`src/rtl/grant_responder_if.sv`:
```
// Arbiter-to-responder handshake bundle: per-port request fields in, completion and read data out.
interface grant_responder_if #(
   parameter int unsigned DW = 32,
   parameter int unsigned AW = 4
);
   logic [3:0]      grant;
   logic [3:0]      we;
   logic [4*AW-1:0] addr;
   logic [4*DW-1:0] wdata;
   logic            ack;
   logic [3:0]      done;
   logic [DW-1:0]   rdata;
   logic            busy;
   logic            err;

   modport master (
      output grant, we, addr, wdata,
      input  ack, done, rdata, busy, err
   );

   modport slave (
      input  grant, we, addr, wdata,
      output ack, done, rdata, busy, err
   );
endinterface

```
`src/rtl/grant_responder.sv`:
```
// Services one arbiter-granted port per transaction against a shared register file,
// with programmable wait states, a one-cycle ack pulse and a guard cycle afterwards.
module grant_responder #(
   parameter int unsigned DW          = 32,
   parameter int unsigned AW          = 4,
   parameter int unsigned WAIT_CYCLES = 2
) (
   input logic              clk,
   input logic              rst_a,
   grant_responder_if.slave bus
);
   localparam int unsigned Depth   = 1 << AW;
   localparam logic [3:0]  CntInit = (WAIT_CYCLES == 0) ? 4'd0 : 4'(WAIT_CYCLES - 1);

   typedef enum logic [1:0] {StIdle, StWait, StAck, StHold} state_e;

   state_e          state_q;
   logic [3:0]      cnt_q;
   logic [1:0]      idx_q;
   logic            we_q;
   logic [AW-1:0]   addr_q;
   logic [DW-1:0]   wdata_q;
   logic [DW-1:0]   rdata_q;
   logic            ack_q;
   logic [3:0]      done_q;
   logic            busy_q;
   logic            err_q;
   logic [DW-1:0]   mem_q [Depth];

   logic            grant_one;
   logic            grant_multi;
   logic [1:0]      sel_idx;
   logic            sel_we;
   logic [AW-1:0]   sel_addr;
   logic [DW-1:0]   sel_wdata;

   always_comb begin
      sel_idx = '0;
      for (int i = 0; i < 4; i++) begin
         if (bus.grant[i]) sel_idx = 2'(i);
      end
   end

   assign grant_one   = $onehot(bus.grant);
   assign grant_multi = (bus.grant != '0) && !grant_one;
   assign sel_we      = bus.we[sel_idx];
   assign sel_addr    = bus.addr[sel_idx*AW +: AW];
   assign sel_wdata   = bus.wdata[sel_idx*DW +: DW];

   always_ff @(posedge clk or posedge rst_a) begin
      if (rst_a) begin
         state_q <= StIdle;
         cnt_q   <= '0;
         idx_q   <= '0;
         we_q    <= 1'b0;
         addr_q  <= '0;
         wdata_q <= '0;
         rdata_q <= '0;
         ack_q   <= 1'b0;
         done_q  <= '0;
         busy_q  <= 1'b0;
         err_q   <= 1'b0;
         for (int i = 0; i < Depth; i++) mem_q[i] <= '0;
      end else begin
         ack_q  <= 1'b0;
         done_q <= '0;
         case (state_q)
            StIdle: begin
               if (grant_one) begin
                  idx_q   <= sel_idx;
                  we_q    <= sel_we;
                  addr_q  <= sel_addr;
                  wdata_q <= sel_wdata;
                  busy_q  <= 1'b1;
                  if (WAIT_CYCLES == 0) begin
                     // No wait states: the live request is the latched one this edge.
                     state_q <= StAck;
                     ack_q   <= 1'b1;
                     done_q  <= 4'b0001 << sel_idx;
                     if (!sel_we) rdata_q <= mem_q[sel_addr];
                  end else begin
                     state_q <= StWait;
                     cnt_q   <= CntInit;
                  end
               end else if (grant_multi) begin
                  err_q <= 1'b1;
               end
            end
            StWait: begin
               if (cnt_q == 4'd0) begin
                  state_q <= StAck;
                  ack_q   <= 1'b1;
                  done_q  <= 4'b0001 << idx_q;
                  if (!we_q) rdata_q <= mem_q[addr_q];
               end else begin
                  cnt_q <= cnt_q - 4'd1;
               end
            end
            StAck: begin
               if (we_q) mem_q[addr_q] <= wdata_q;
               state_q <= StHold;
            end
            StHold: begin
               // Arbiter grant register still shows the old winner here.
               state_q <= StIdle;
               busy_q  <= 1'b0;
            end
            default: begin
               state_q <= StIdle;
               busy_q  <= 1'b0;
            end
         endcase
      end
   end

   assign bus.ack   = ack_q;
   assign bus.done  = done_q;
   assign bus.rdata = rdata_q;
   assign bus.busy  = busy_q;
   assign bus.err   = err_q;
endmodule

```
`src/flat_wrapper.sv`:
```
// flat-port wrapper written by rule: the top's interface ports become plain ports
module grant_responder_flat 
#(
   parameter int unsigned DW          = 32,
   parameter int unsigned AW          = 4,
   parameter int unsigned WAIT_CYCLES = 2
)
  (clk, rst_a, bus_grant, bus_we, bus_addr, bus_wdata, bus_ack, bus_done, bus_rdata, bus_busy, bus_err);
  grant_responder_if #(.DW(DW), .AW(AW)) bus_i ();
  input logic clk;
  input logic rst_a;
  input wire logic [$bits(bus_i.grant)-1:0] bus_grant;
  input wire logic [$bits(bus_i.we)-1:0] bus_we;
  input wire logic [$bits(bus_i.addr)-1:0] bus_addr;
  input wire logic [$bits(bus_i.wdata)-1:0] bus_wdata;
  output wire logic [$bits(bus_i.ack)-1:0] bus_ack;
  output wire logic [$bits(bus_i.done)-1:0] bus_done;
  output wire logic [$bits(bus_i.rdata)-1:0] bus_rdata;
  output wire logic [$bits(bus_i.busy)-1:0] bus_busy;
  output wire logic [$bits(bus_i.err)-1:0] bus_err;
  assign bus_i.grant = bus_grant;
  assign bus_i.we = bus_we;
  assign bus_i.addr = bus_addr;
  assign bus_i.wdata = bus_wdata;
  assign bus_ack = bus_i.ack;
  assign bus_done = bus_i.done;
  assign bus_rdata = bus_i.rdata;
  assign bus_busy = bus_i.busy;
  assign bus_err = bus_i.err;
  grant_responder #(.DW(DW), .AW(AW), .WAIT_CYCLES(WAIT_CYCLES)) u_core (.clk(clk), .rst_a(rst_a), .bus(bus_i));
endmodule
```
`config.mk`:
```
export PLATFORM = sky130hd
export DESIGN_NAME = grant_responder_flat
export DESIGN_NICKNAME = d
export VERILOG_FILES = /design/src/rtl/grant_responder_if.sv /design/src/rtl/grant_responder.sv /design/src/flat_wrapper.sv
export SDC_FILE = /design/constraint.sdc
export NUM_CORES = 1
export LEC_CHECK = 0
export CAP_MARGIN = 0
export CORE_MARGIN = 2
export CORE_UTILIZATION = 26
export DETAILED_ROUTE_END_ITERATION = 7
export HOLD_SLACK_MARGIN = 0.12
export PLACE_DENSITY = 0.49
export SYNTH_ARGS = -nofsm -noshare
export SYNTH_HDL_FRONTEND = slang
export SYNTH_SLANG_ARGS = --single-unit
export TNS_END_PERCENT = 30
```
`constraint.sdc`:
```
create_clock -name clk -period 22.7 [get_ports clk]
set_clock_uncertainty 0.2 [all_clocks]
set_input_delay 4.54 -clock clk [delete_from_list [all_inputs] [get_ports clk]]
set_output_delay 4.54 -clock clk [all_outputs]
set_load 0.02 [all_outputs]
```
==> out/summary.txt <==
IO buf count: 192
DR iter-0 viols: 972
Hold path startpoint: u_core.idx_q[1]
Crit-path max FO: 113
Die width: 329 um
Core area: 105000 um^2
CTS tree: done
Post-Syn Area: 27500 um^2
DP Area: 30800 um^2
RR Startpoint: u_core.addr_q[3]
Met2 Resource Use GR: 23.7%
Initial Util: 26.2%
Crit Reg-Reg Endpoint: u_core.bus.rdata[16]
Num CTS Buffers: 70
Status: complete, no violations
Area share of the largest cell type after synthesis: 54.2%
Via Count: 15500
Post-synth EDFFs: 0
First-pass GRT wire length: 114000 um
Required time of the critical path: 23.14 ns
Core Rows: 119
H-Tree Depth: 3
Ys flop type: dfrtp_1
Fin crit period: 8.68 ns
Grt met1 use: 18.7%
Max Cap Viol: 0
Yosys Warn Count: 0
GR Layer Usage met3: 2.04%
Worst min path class: reg2reg
Count leader, synth: dfrtp_1
Worst skew pair latency: 0.62 ns
Io pins: 193
Worst Hold End: u_core.bus.done[1]
Cells after synthesis: 1676
Hpwl dp: 43000 um
DIE HEIGHT: 329 um
Slew @ Worst Pin: 1.15 ns
Crit start category: input pin
Pwr/cell area: 120 nW/um^2
CTS Hold Bufs: 0
Clock tree sinks: 596
Crit end category: asynchronous set/reset pin
Psw: 1.27 mW
Area leader, netlist: dfrtp_1
Slew margin rel.: 23.6%
Endpoints failing hold: 0
VDD IR max: 60.9 uV
Post-synth ARST share: 100%
Reg2reg path depth: 6
Switch share: 31.9%
Crit path DAT: 9.12 ns
Clk pwr share: 27.6%
R2R Setup Slk: 18.51 ns
Static Leak: 14.8 nW
Final Setup Violations: 0
Slew Viols, Final: 0
Final wirelength: 75700 um
Fill count: 10200
Internal cell power: 2.71 mW
Nets: 1996
Yosys reg bits: 596
Final worst path period share: 38.2%
Hold Path Depth: 1
Crit Path Class: in2async
Synth area leaders: dfrtp_1 54%, mux2_2 19%, mux4_2 14%
Final GP Congestion: 0.712
Grt ovf: 0
Post-Syn Area per Cell: 16.4 um^2
Pin count of the biggest net entering global routing: 114
Final instance area: 33000 um^2
Yosys cell types: 43
Clock Path Buffers: 3
Initial antenna violation count: 1
Post-CTS sizing: 0
Share of layout cells above drive strength 1: 45.6%
Most used routing layer: met2
Drt drc: 0
RSZ-0062 raised after global routing: no
CTS root buffer: clkbuf_16
Setup bufs post-CTS: 0
Synth Net Count: 1843
Seq pwr share: 43.6%
Register area share after synthesis: 54.2%
Layout area overhead: 20.1%
Synth top cells by count: 596 x dfrtp_1, 469 x mux2_2, 165 x mux4_2
Vias/cell: 4.73
Clock-pin slew on the worst setup and hold paths: 0.05 ns
Vias in the first global route: 17300
Fin Setup TNS: 0 ns
Diodes inserted: 0
Final ANT Viol Nets: 0
Total track usage: 14.1%
Die ar.: 108000 um^2
Avg WL per Cell: 23.1 um
Combinational share of power: 28.7%
F_max: 115 MHz
Drt first pass iters: 5
==> cell usage in the layout, fill, tap and decap left out, types with 2 or more instances in the layout <==
cell | synthesis | layout
dfrtp_1 | 596 | 593
mux2_2 | 469 | 469
clkdlybuf4s50_1 | 0 | 192
mux4_2 | 165 | 165
clkbuf_16 | 0 | 71
mux2i_1 | 65 | 65
mux2_4 | 60 | 60
buf_4 | 16 | 37
nand2_1 | 34 | 33
o221ai_1 | 27 | 27
clkbuf_1 | 47 | 27
mux2_1 | 22 | 22
inv_1 | 13 | 12
ha_1 | 12 | 11
clkbuf_8 | 0 | 11
nor2_4 | 0 | 10
nor2_1 | 17 | 8
clkinv_2 | 0 | 8
a21oi_1 | 8 | 7
a2bb2oi_1 | 5 | 5
o21ai_1 | 5 | 5
dfrtp_4 | 0 | 3
nand2b_1 | 3 | 2
or4_4 | 0 | 2
nand4b_1 | 2 | 2
nor3b_1 | 2 | 2
nor3_1 | 2 | 2
or2_2 | 1 | 2
or3_2 | 0 | 2
clkinv_8 | 0 | 2
bufinv_16 | 0 | 2
clkinv_16 | 0 | 2
clkinv_4 | 0 | 2
==> power groups by stage <==
stage / registers [mW] / logic (mW) / clock network (mW)
floorplan: 1.58 / 0.937 / 0
global placement: 1.73 / 1.14 / 0
detailed placement: 1.75 / 1.17 / 0
CTS: 1.74 / 1.17 / 1.14
global route: 1.79 / 1.23 / 1.18
finish: 1.74 / 1.14 / 1.10
==> stage by stage <==
step / instances / power, mW / hold WS [ns] / setup slack, ns / utilization, %
floorplan: 1676 / 2.52 / 0.224 / 1.28 / -
global placement: 3148 / 2.87 / 0.250 / 13.32 / 29.3
detailed placement: 3148 / 2.92 / 0.243 / 13.12 / 29.3
CTS: 3275 / 4.05 / 0.257 / 13.79 / 31.4
global route: 3275 / 4.21 / 0.269 / 13.26 / 31.4
finish: 3275 / 3.98 / 0.253 / 14.02 / 31.4
==> cell type report <==
| class | count | area (um^2) | share of cell area, % |
|---|---|---|---|
| clock buffer | 109 | 2030 | 6.14 |
| clock inverter | 18 | 226 | 0.685 |
| inverter | 13 | 56.3 | 0.170 |
| multi-input combinational | 919 | 11900 | 35.9 |
| sequential | 596 | 14900 | 45.2 |
| tap | 1391 | 1740 | 5.27 |
| timing repair buffer | 229 | 2200 | 6.66 |
==> sequential cells by signal, summed over array words and instances (netlist names), 2 cells and up <==
signal	flops
u_core.wdata_q	32
u_core.addr_q	4
u_core.idx_q	2
u_core.state_q	2
u_core.cnt_q	4
u_core.bus.done	4
u_core.bus.rdata	32
u_core.mem_q	512
==> worst max-delay path: stages <==
cell and delay, ns:
clkdlybuf4s50_1 0.49, inv_8 0.55, buf_4 0.80, buf_4 0.86, buf_4 0.87, buf_4 0.80
==> worst max-delay path by stage <==
stage,startpoint,to,depth (start not counted)
final,rst_a,u_core.mem_q[229],6
after detailed placement,rst_a,u_core.mem_q[358],6
after global routing,rst_a,u_core.mem_q[357],6
after CTS,rst_a,u_core.mem_q[259],6
after global placement,rst_a,u_core.mem_q[102],6
after floorplan,rst_a,u_core.addr_q[0],1
==> logic make-up (layout without fill, tap and decap cells) <==
| kind of cell | count (synthesis) | count (layout) | synth area share (%) |
|---|---|---|---|
| buffers and inverters | 161 | 369 | 3.13 |
| AND/OR/NAND/NOR | 73 | 73 | 1.29 |
| XOR/XNOR | 1 | 1 | 0.0319 |
| adder cells (fa/ha/maj) | 13 | 13 | 0.619 |
| AO/OA/AOI/OAI | 51 | 51 | 1.45 |
| flip-flops | 596 | 596 | 54.2 |
| multiplexers | 781 | 781 | 39.3 |
==> layer usage <==
| layer | part of all wire, % | wire length, um |
|---|---|---|
| met1 | 45 | 33700 |
| met2 | 49 | 37400 |
| met3 | 3.1 | 2370 |
| met4 | 2.9 | 2190 |
| met5 | 0 | 0 |
No activity file was read; power rests on OpenSTA's default activity.
